[config.mk]
export PLATFORM = sky130hd
export DESIGN_NAME = pll_reconfig_sequencer
export DESIGN_NICKNAME = d
export VERILOG_FILES = /design/src/rtl/pll_reconfig_sequencer.sv
export SDC_FILE = /design/constraint.sdc
export NUM_CORES = 1
export LEC_CHECK = 0
export CAP_MARGIN = 25
export CORE_AREA = 2 2 154 156
export DETAILED_ROUTE_END_ITERATION = 16
export DIE_AREA = 0 0 156 158
export PLACE_DENSITY_LB_ADDON = 0.05
export SYNTH_ARGS = -nofsm -noshare
export SYNTH_HDL_FRONTEND = slang
export SYNTH_SLANG_ARGS = --single-unit
[constraint.sdc]
create_clock -name clk -period 3.9 [get_ports clk]
set_input_delay 0.585 -clock clk [delete_from_list [all_inputs] [get_ports clk]]
set_output_delay 0.585 -clock clk [all_outputs]
set_load 0.01 [all_outputs]
[src/rtl/pll_reconfig_sequencer.sv]
`default_nettype none
// ============================================================================
// Module      : pll_reconfig_sequencer
// Description : Writes a selected PLL profile over the Avalon-MM mgmt port of
//               the PLL reconfig core, triggers reconfiguration and polls
//               status until completion or timeout.
// Revision    : 1.0 - initial release
// ============================================================================
module pll_reconfig_sequencer #(
    parameter  int NUM_PROFILES = 4,
    parameter  int NUM_C        = 2,
    parameter  int WRITE_GAP    = 2,
    parameter  int POLL_TIMEOUT = 4096,
    localparam int SEL_W        = (NUM_PROFILES > 1) ? $clog2(NUM_PROFILES) : 1
) (
    input  logic                            clk,
    input  logic                            reset,
    input  logic                            start,
    input  logic [SEL_W-1:0]                profile_sel,
    input  logic [18*NUM_PROFILES-1:0]      prof_m,
    input  logic [18*NUM_PROFILES-1:0]      prof_n,
    input  logic [18*NUM_C*NUM_PROFILES-1:0] prof_c,
    input  logic [4*NUM_PROFILES-1:0]       prof_bw,
    input  logic [3*NUM_PROFILES-1:0]       prof_cp,
    input  logic                            mgmt_waitrequest,
    input  logic [31:0]                     mgmt_readdata,
    output logic                            mgmt_read,
    output logic                            mgmt_write,
    output logic [5:0]                      mgmt_address,
    output logic [31:0]                     mgmt_writedata,
    output logic                            busy,
    output logic                            done,
    output logic                            error,
    output logic [SEL_W-1:0]                active_profile
);

    localparam int STEP_W    = 5;
    localparam int LAST_STEP = NUM_C + 5;
    // A zero gap still needs one low cycle so every write is a distinct transaction.
    localparam int GAP_CYC   = (WRITE_GAP == 0) ? 1 : WRITE_GAP;
    localparam int GAP_W     = $clog2(GAP_CYC + 1);
    localparam int PT_W      = $clog2(POLL_TIMEOUT);

    typedef enum logic [1:0] {
        S_IDLE  = 2'd0,
        S_WRITE = 2'd1,
        S_GAP   = 2'd2,
        S_POLL  = 2'd3
    } state_t;

    state_t              state_q,    state_d;
    logic [STEP_W-1:0]   step_q,     step_d;
    logic [GAP_W-1:0]    gap_cnt_q,  gap_cnt_d;
    logic [PT_W-1:0]     poll_cnt_q, poll_cnt_d;
    logic [SEL_W-1:0]    prof_q,     prof_d;
    logic                read_q,     read_d;
    logic                write_q,    write_d;
    logic [5:0]          addr_q,     addr_d;
    logic [31:0]         wdata_q,    wdata_d;
    logic                busy_q,     busy_d;
    logic                done_q,     done_d;
    logic                error_q,    error_d;
    logic [SEL_W-1:0]    active_q,   active_d;

    logic [STEP_W-1:0]   w_step;
    logic [STEP_W-1:0]   w_k;
    logic [STEP_W-1:0]   w_c_sel;
    logic [17:0]         w_m;
    logic [17:0]         w_n;
    logic [17:0]         w_c;
    logic [3:0]          w_bw;
    logic [2:0]          w_cp;
    logic [5:0]          w_addr;
    logic [31:0]         w_data;
    logic                w_unused_rd;

    assign w_unused_rd = ^mgmt_readdata[31:1];

    // Step about to be issued: step 0 from IDLE, otherwise the one after the current.
    assign w_step = (state_q == S_IDLE) ? '0 : step_q + STEP_W'(1);

    always_comb begin
        w_k     = w_step - STEP_W'(3);
        w_c_sel = (w_k < STEP_W'(NUM_C)) ? w_k : '0;
        w_m     = prof_m[18*int'(prof_q) +: 18];
        w_n     = prof_n[18*int'(prof_q) +: 18];
        w_c     = prof_c[18*(int'(prof_q)*NUM_C + int'(w_c_sel)) +: 18];
        w_bw    = prof_bw[4*int'(prof_q) +: 4];
        w_cp    = prof_cp[3*int'(prof_q) +: 3];
        w_addr  = 6'h02;
        w_data  = 32'h1;
        if (w_step == STEP_W'(0)) begin
            w_addr = 6'h00;
            w_data = 32'h1;
        end else if (w_step == STEP_W'(1)) begin
            w_addr = 6'h04;
            w_data = {14'h0, w_m};
        end else if (w_step == STEP_W'(2)) begin
            w_addr = 6'h03;
            w_data = {14'h0, w_n};
        end else if (w_step < STEP_W'(NUM_C + 3)) begin
            w_addr = 6'h05;
            w_data = {9'h0, w_k, w_c};
        end else if (w_step == STEP_W'(NUM_C + 3)) begin
            w_addr = 6'h08;
            w_data = {28'h0, w_bw};
        end else if (w_step == STEP_W'(NUM_C + 4)) begin
            w_addr = 6'h09;
            w_data = {29'h0, w_cp};
        end
    end

    always_comb begin
        state_d    = state_q;
        step_d     = step_q;
        gap_cnt_d  = gap_cnt_q;
        poll_cnt_d = poll_cnt_q;
        prof_d     = prof_q;
        read_d     = read_q;
        write_d    = write_q;
        addr_d     = addr_q;
        wdata_d    = wdata_q;
        busy_d     = busy_q;
        done_d     = 1'b0;
        error_d    = 1'b0;
        active_d   = active_q;

        case (state_q)
            S_IDLE: begin
                if (start) begin
                    if (int'(profile_sel) < NUM_PROFILES) begin
                        prof_d  = profile_sel;
                        busy_d  = 1'b1;
                        step_d  = '0;
                        write_d = 1'b1;
                        addr_d  = w_addr;
                        wdata_d = w_data;
                        state_d = S_WRITE;
                    end else begin
                        error_d = 1'b1;
                    end
                end
            end
            S_WRITE: begin
                if (!mgmt_waitrequest) begin
                    write_d   = 1'b0;
                    gap_cnt_d = '0;
                    state_d   = S_GAP;
                end
            end
            S_GAP: begin
                if (gap_cnt_q == GAP_W'(GAP_CYC - 1)) begin
                    if (step_q == STEP_W'(LAST_STEP)) begin
                        read_d     = 1'b1;
                        addr_d     = 6'h01;
                        wdata_d    = '0;
                        poll_cnt_d = '0;
                        state_d    = S_POLL;
                    end else begin
                        step_d  = w_step;
                        write_d = 1'b1;
                        addr_d  = w_addr;
                        wdata_d = w_data;
                        state_d = S_WRITE;
                    end
                end else begin
                    gap_cnt_d = gap_cnt_q + GAP_W'(1);
                end
            end
            S_POLL: begin
                poll_cnt_d = poll_cnt_q + PT_W'(1);
                if (read_q && !mgmt_waitrequest && mgmt_readdata[0]) begin
                    read_d   = 1'b0;
                    done_d   = 1'b1;
                    active_d = prof_q;
                    busy_d   = 1'b0;
                    addr_d   = '0;
                    state_d  = S_IDLE;
                end else if (poll_cnt_q == PT_W'(POLL_TIMEOUT - 1)) begin
                    read_d  = 1'b0;
                    error_d = 1'b1;
                    busy_d  = 1'b0;
                    addr_d  = '0;
                    state_d = S_IDLE;
                end else if (read_q && !mgmt_waitrequest) begin
                    read_d = 1'b0;
                end else begin
                    read_d = 1'b1;
                end
            end
            default: begin
                state_d = S_IDLE;
            end
        endcase
    end

    always_ff @(posedge clk or posedge reset) begin
        if (reset) begin
            state_q    <= S_IDLE;
            step_q     <= '0;
            gap_cnt_q  <= '0;
            poll_cnt_q <= '0;
            prof_q     <= '0;
            read_q     <= 1'b0;
            write_q    <= 1'b0;
            addr_q     <= '0;
            wdata_q    <= '0;
            busy_q     <= 1'b0;
            done_q     <= 1'b0;
            error_q    <= 1'b0;
            active_q   <= '0;
        end else begin
            state_q    <= state_d;
            step_q     <= step_d;
            gap_cnt_q  <= gap_cnt_d;
            poll_cnt_q <= poll_cnt_d;
            prof_q     <= prof_d;
            read_q     <= read_d;
            write_q    <= write_d;
            addr_q     <= addr_d;
            wdata_q    <= wdata_d;
            busy_q     <= busy_d;
            done_q     <= done_d;
            error_q    <= error_d;
            active_q   <= active_d;
        end
    end

    assign mgmt_read      = read_q;
    assign mgmt_write     = write_q;
    assign mgmt_address   = addr_q;
    assign mgmt_writedata = wdata_q;
    assign busy           = busy_q;
    assign done           = done_q;
    assign error          = error_q;
    assign active_profile = active_q;

endmodule
`default_nettype wire

==> flow_summary.toml, run 1 <==
[status]
status = "completed"

[yosys]
synth_top_area_share_pct = 25.1
avgSynthCellArea_um2 = 9.85
synth.cell_area_um2 = 5740
ys_top_cells_by_count = "nand2_1 (91), mux4_2 (64), dfrtp_1 (57)"
synth_edf_count = 0
syn_inst = 583
async_flop_share_pct = 100
synth-seq-cells = 57
ys_types = 66
synth-main-ff-cell = "dfrtp_1"
yosys-top-cells-area = "mux4_2 (25%), dfrtp_1 (25%), nand2_1 (6.0%)"
yosysSeqAreaShare_pct = 24.8
yosysWarnings = 0
yosysMostFrequentCell = "nand2_1"
synth.largest_area_cell = "mux4_2"

[floorplanning]
initial_utilization_pct = 24.9
chipHeight_um = 158
row_count = 56
coreArea_um2 = 23100
die_w_um = 156
die-area_um2 = 24600
io_pins = 399

[clocking]
cts_root_buf = "clkbuf_16"
cts.reportedPaths.clkPinSlew_ns = 0.05
postCtsSetupBuffers = 0
cts_sinks = 57
cts_tree = "yes"
cts_made_buffers = 9
clk_latency_ns = 0.33
clockBufferDepth = 2
hold_buffers = 0
cts_resized = 0
cts-htree-levels = 3

[sta]
fin_crit_ns = 3.62
setup_violations = 0
hold_viol = 0
tightest_slew_ns = 0.981
tns_ns = 0
max_slew_margin_pct = 34.6
whs_ns = 0.472
worst_clock_skew_ns = 0.00806
max_freq_mhz = 276
period_share_pct = 92.8
slew_violations = 0
rsz0062_at_grt = "false"

[worst_setup_path]
critical_path_required_ns = 4.10
crit_path_cell_trace = "or2_1, buf_4, nand2_1, inv_1, ha_1, or3_1, mux2_4, nor2_8, buf_12, mux4_2, a221oi_1, o21ai_1"
slowest_delay_ns = 0.52
slowest_stage = "mux4_2"
crit_family = "simple AND/OR/NAND/NOR gates"
end_kind = "flop"
worst-path-stages = 12
critical_path_class = "flop to flop"
worst_setup_path_start_kind = "flop"
critical_path_arrival_ns = 3.82
rr_worst_depth = 12
cp_num_buf_inv = 3
cp_max_fo = 15

[route]
drt.antenna.violating_nets = 0
post-route-drc-count = 0
vias = 6139
wirelength_um = 27300
via_per_inst = 5.00
drt-pass1-iter-count = 5
wl_per_cell_um = 22.2
dr.first_iter.drc_count = 280

[job]
max_cap_violations = 0

[worst_hold_path]
min_path_type = "flop to flop"
holdPathStages = 2

[power_and_ir_drop]
p_comb_share_pct = 68.0
power_mw = 6.08
p_per_area_nw_per_um2 = 610
power.internal_mw = 3.36
power_frac_clock_pct = 15.2
p_leak_nw = 3.86
p_switching_mw = 2.72
vdd_drop_max_uv = 377
p_sw_share_pct = 44.8
power_frac_seq_pct = 16.8

[global_routing]
grt-ovfl-total = 0
grt_use_met2_pct = 36.4
grt_first_pass_wirelength_um = 39800
met1_usage_pct = 26.7
antenna_found_initial = 6
grt_pass1_vias = 6628
track_usage_pct = 21.9
grtUsageMet3_pct = 8.10
grt_max_degree = 60
busiest_layer = "met2"

[placement]
io_buffers = 356
place_congestion = 0.875
place_hpwl_um = 22800
place_area_um2 = 9590

[finish]
nNetsFinal = 1290
nFillCells = 2197
area_delta_synth_final_pct = 73.6
drive_gt1_share_pct = 14.3
stdcell_area_um2 = 9970
## worst register-to-register path, delay by kind of cell, from the launching register on
family / cells / cell delay [ns]
buffers and inverters: 3 / 0.48
muxes: 2 / 0.92
and+or+nand+nor: 4 / 1.11
adders and majority gates: 1 / 0.23
AOI/OAI and AO/OA: 2 / 0.39
DFF: 1 / 0.37
## cells in the final DEF, fill, tap and decap left out, drive strengths merged, types with 15 or more instances in the layout
cell,count
clkdlybuf4s50,356
nand2,92
mux4,65
dfrtp,57
o21ai,43
nand2b,33
a21oi,29
nor2,27
a32oi,18
buf,18
a211oi,16
o21a,15
a22oi,15
## kinds of logic (layout without fill, tap and decap cells)
family	after synthesis	in the layout	synth area share [%]
other	2	18	0.131
xor gates and xnor gates	12	12	2.29
AOI/OAI and AO/OA	177	177	22.1
muxes	71	71	26.8
buffers and inverters	66	404	5.82
DFF	57	57	24.8
adders and majority gates	9	9	2.09
and+or+nand+nor	189	189	15.9
## metal layers
metal	wire (um)	part of all wire (%)
met1	10900	40
met2	13500	49
met3	2240	8.2
met4	589	2.2
met5	12	0.044
## power groups by stage
stage	clock network, mW	registers (mW)	logic, mW
after floorplan	0	0.967	2.65
after global placement	0	1.03	4.11
after detailed placement	0	1.04	4.16
after CTS	0.941	1.03	4.17
after global routing	0.970	1.07	4.49
final	0.924	1.02	4.13
## path summary, 6_finish.rpt
path	start	end	slack, ns
min in group asynchronous	reset	mgmt_writedata[12]	0.59
max reg2reg	state_q[1]	mgmt_writedata[1]	0.28
min	mgmt_address[3]	mgmt_address[3]	0.47
min reg2reg	mgmt_address[3]	mgmt_address[3]	0.47
max	state_q[1]	mgmt_writedata[1]	0.28
max in group asynchronous	reset	poll_cnt_q[6]	2.51
## metrics by stage
stage | util [%] | setup slack (ns) | std cells
after floorplan | - | 0.687 | 594
after global placement | 41.6 | 0.373 | 1205
after detailed placement | 41.6 | 0.281 | 1205
after CTS | 43.1 | 0.264 | 1221
after global routing | 43.2 | 0.0604 | 1224
final | 43.2 | 0.279 | 1227
## sequential cells by signal, indices dropped and copies added, names as in the netlist
name            flops
mgmt_writedata     23
gap_cnt_q           2
active_profile      2
mgmt_address        4
mgmt_write          1
state_q             2
step_q              5
error               1
poll_cnt_q         12
busy                1
done                1
prof_q              2
mgmt_read           1
## final cells by class
type | instances | area [um2] | area share (%)
multi-input cells | 471 | 4040 | 40.5
repair buffers | 374 | 3720 | 37.4
flip-flops and latches | 57 | 1430 | 14.4
well taps | 290 | 363 | 3.64
clock buffers | 10 | 239 | 2.40
clock inverters | 6 | 105 | 1.05
inverters | 14 | 52.6 | 0.527
diodes | 5 | 12.5 | 0.126
(Power assumes the default switching activity.)
==> run 2, diff against run 1 <==
Settings changed: CTS_BUF_LIST set to sky130_fd_sc_hd__clkbuf_4 sky130_fd_sc_hd__clkbuf_8 sky130_fd_sc_hd__clkbuf_16.
==> results of run 2 <==
No change in the layout: final DEF, timing and power equal those of run 1.
==> run 3, diff against run 2 <==
Settings changed: PLACE_DENSITY_LB_ADDON 0.05 to not set.
==> flow_summary.toml, run 3 (synthesis gave the netlist of run 1 again) <==
[clocking]
hold_buffers = 0
cts_root_buf = "clkbuf_16"
cts_sinks = 57
postCtsSetupBuffers = 0
cts-htree-levels = 3
clockBufferDepth = 2
clk_latency_ns = 0.34
cts_resized = 0
cts_made_buffers = 9
cts.reportedPaths.clkPinSlew_ns = 0.06
cts_tree = "yes"

[global_routing]
grt_max_degree = 72
track_usage_pct = 20.6
grt_pass1_vias = 6375
grt_first_pass_wirelength_um = 37700
grt-ovfl-total = 0
antenna_found_initial = 2

[sta]
rsz0062_at_grt = "false"
tns_ns = 0
slew_violations = 0
setup_violations = 0
max_freq_mhz = 285
max_slew_margin_pct = 53.7
worst_clock_skew_ns = 0.00782
hold_viol = 0
period_share_pct = 89.8
tightest_slew_ns = 0.695
fin_crit_ns = 3.50

[worst_setup_path]
rrSetupSlack_ns = 0.40
critical_path_class = "flop to flop"
critical_path_arrival_ns = 3.71
critical_path_required_ns = 4.11
cp_max_fo = 15
end_kind = "flop"
worst_setup_path_start_kind = "flop"

[worst_hold_path]
min_path_type = "primary input to asynchronous set/reset pin"

[placement]
dp.cells = 1207
place_hpwl_um = 20700
place_area_um2 = 9620
place_congestion = 0.880
io_buffers = 356

[route]
wl_per_cell_um = 20.9
wl_met1_um = 10100
post-route-drc-count = 0
vias = 6243
wl_met2_um = 12900
wirelength_um = 25600
drt.antenna.violating_nets = 0
drt-pass1-iter-count = 5
wl_met3_um = 1860
via_per_inst = 5.10
highest_layer = "met4"
dr.first_iter.drc_count = 419

[finish]
nNetsFinal = 1292
stdcell_area_um2 = 9940
final_cell_mix = "clkdlybuf4s50_1 (356), nand2_1 (91), mux4_2 (64)"
area_delta_synth_final_pct = 73.2
nFillCells = 2273
final_cells = 1225
largest_reg_flops = 23
final_common_cell = "clkdlybuf4s50_1"
drive_gt1_share_pct = 14.4

[floorplanning]
io_pins = 399
die-area_um2 = 24600
coreArea_um2 = 23100
chipHeight_um = 158
initial_utilization_pct = 24.9
die_w_um = 156
row_count = 56

[status]
status = "completed"

[power_and_ir_drop]
p_per_area_nw_per_um2 = 605
p_leak_nw = 3.85
power_mw = 6.01
vdd_drop_max_uv = 324

[job]
max_cap_violations = 0
==> run 3: changes by cell type in the layout (fill, tap and decap cells not counted) <==
cell	delta
diode_2	-3
bufinv_16	-2
buf_16	+1
buf_4	+1
clkbuf_4	+1
==> run 3: final timing paths <==
check                                         end             from  cells past startpoint
worst max-delay path            mgmt_writedata[1]       state_q[1]                     12
worst min-delay path            mgmt_writedata[3]            reset                      2
worst max register to register  mgmt_writedata[1]       state_q[1]                     12
worst min register to register    mgmt_address[3]  mgmt_address[3]                      2
max in group asynchronous       mgmt_writedata[6]            reset                      4
min in group clk                  mgmt_address[3]  mgmt_address[3]                      2
==> run 3: metrics by stage <==
step / utilization [%] / hold WS [ns] / worst slack [ns]
6_report: 43.1 / 0.416 / 0.396
5_1_grt: 43.1 / 0.420 / 0.193
4_1_cts: 43.0 / 0.473 / 0.330
3_5_place_dp: 41.7 / 0.461 / 0.337
3_3_place_gp: 41.6 / 0.458 / 0.401
2_1_floorplan: - / 0.467 / 0.687
==> run 3: cell type report <==
| class | instances | area [um2] | area share (%) |
|---|---|---|---|
| Clock inverter | 4 | 45.0 | 0.453 |
| Clock buffer | 11 | 246 | 2.48 |
| Multi-Input combinational cell | 471 | 4040 | 40.6 |
| Sequential cell | 57 | 1430 | 14.4 |
| Timing Repair Buffer | 376 | 3760 | 37.8 |
| Tap cell | 290 | 363 | 3.65 |
| Antenna cell | 2 | 5.00 | 0.0503 |
| Inverter | 14 | 52.6 | 0.529 |
==> run 3: power breakdown <==
part	internal, mW	switching [mW]	total, mW
logic	1.95	2.23	4.18
clock network	0.512	0.298	0.810
registers	0.797	0.222	1.02
total	3.26	2.75	6.01
==> run 3: routing by layer <==
metal  track usage, %  vias up
met5                0        -
met2             35.3      277
met4             7.73        0
li1                 -     2903
met1             24.9     3020
met3             5.37       43
==> run 3: worst max-delay path, cell delays in order (launching register included) <==
cell	delay, ns
dfrtp_1	0.37
or2_1	0.25
buf_4	0.17
nand2_1	0.11
inv_1	0.07
ha_1	0.22
or3_1	0.43
mux2_4	0.39
nor2_8	0.20
buf_4	0.26
mux4_2	0.54
a221oi_1	0.29
o21ai_1	0.08
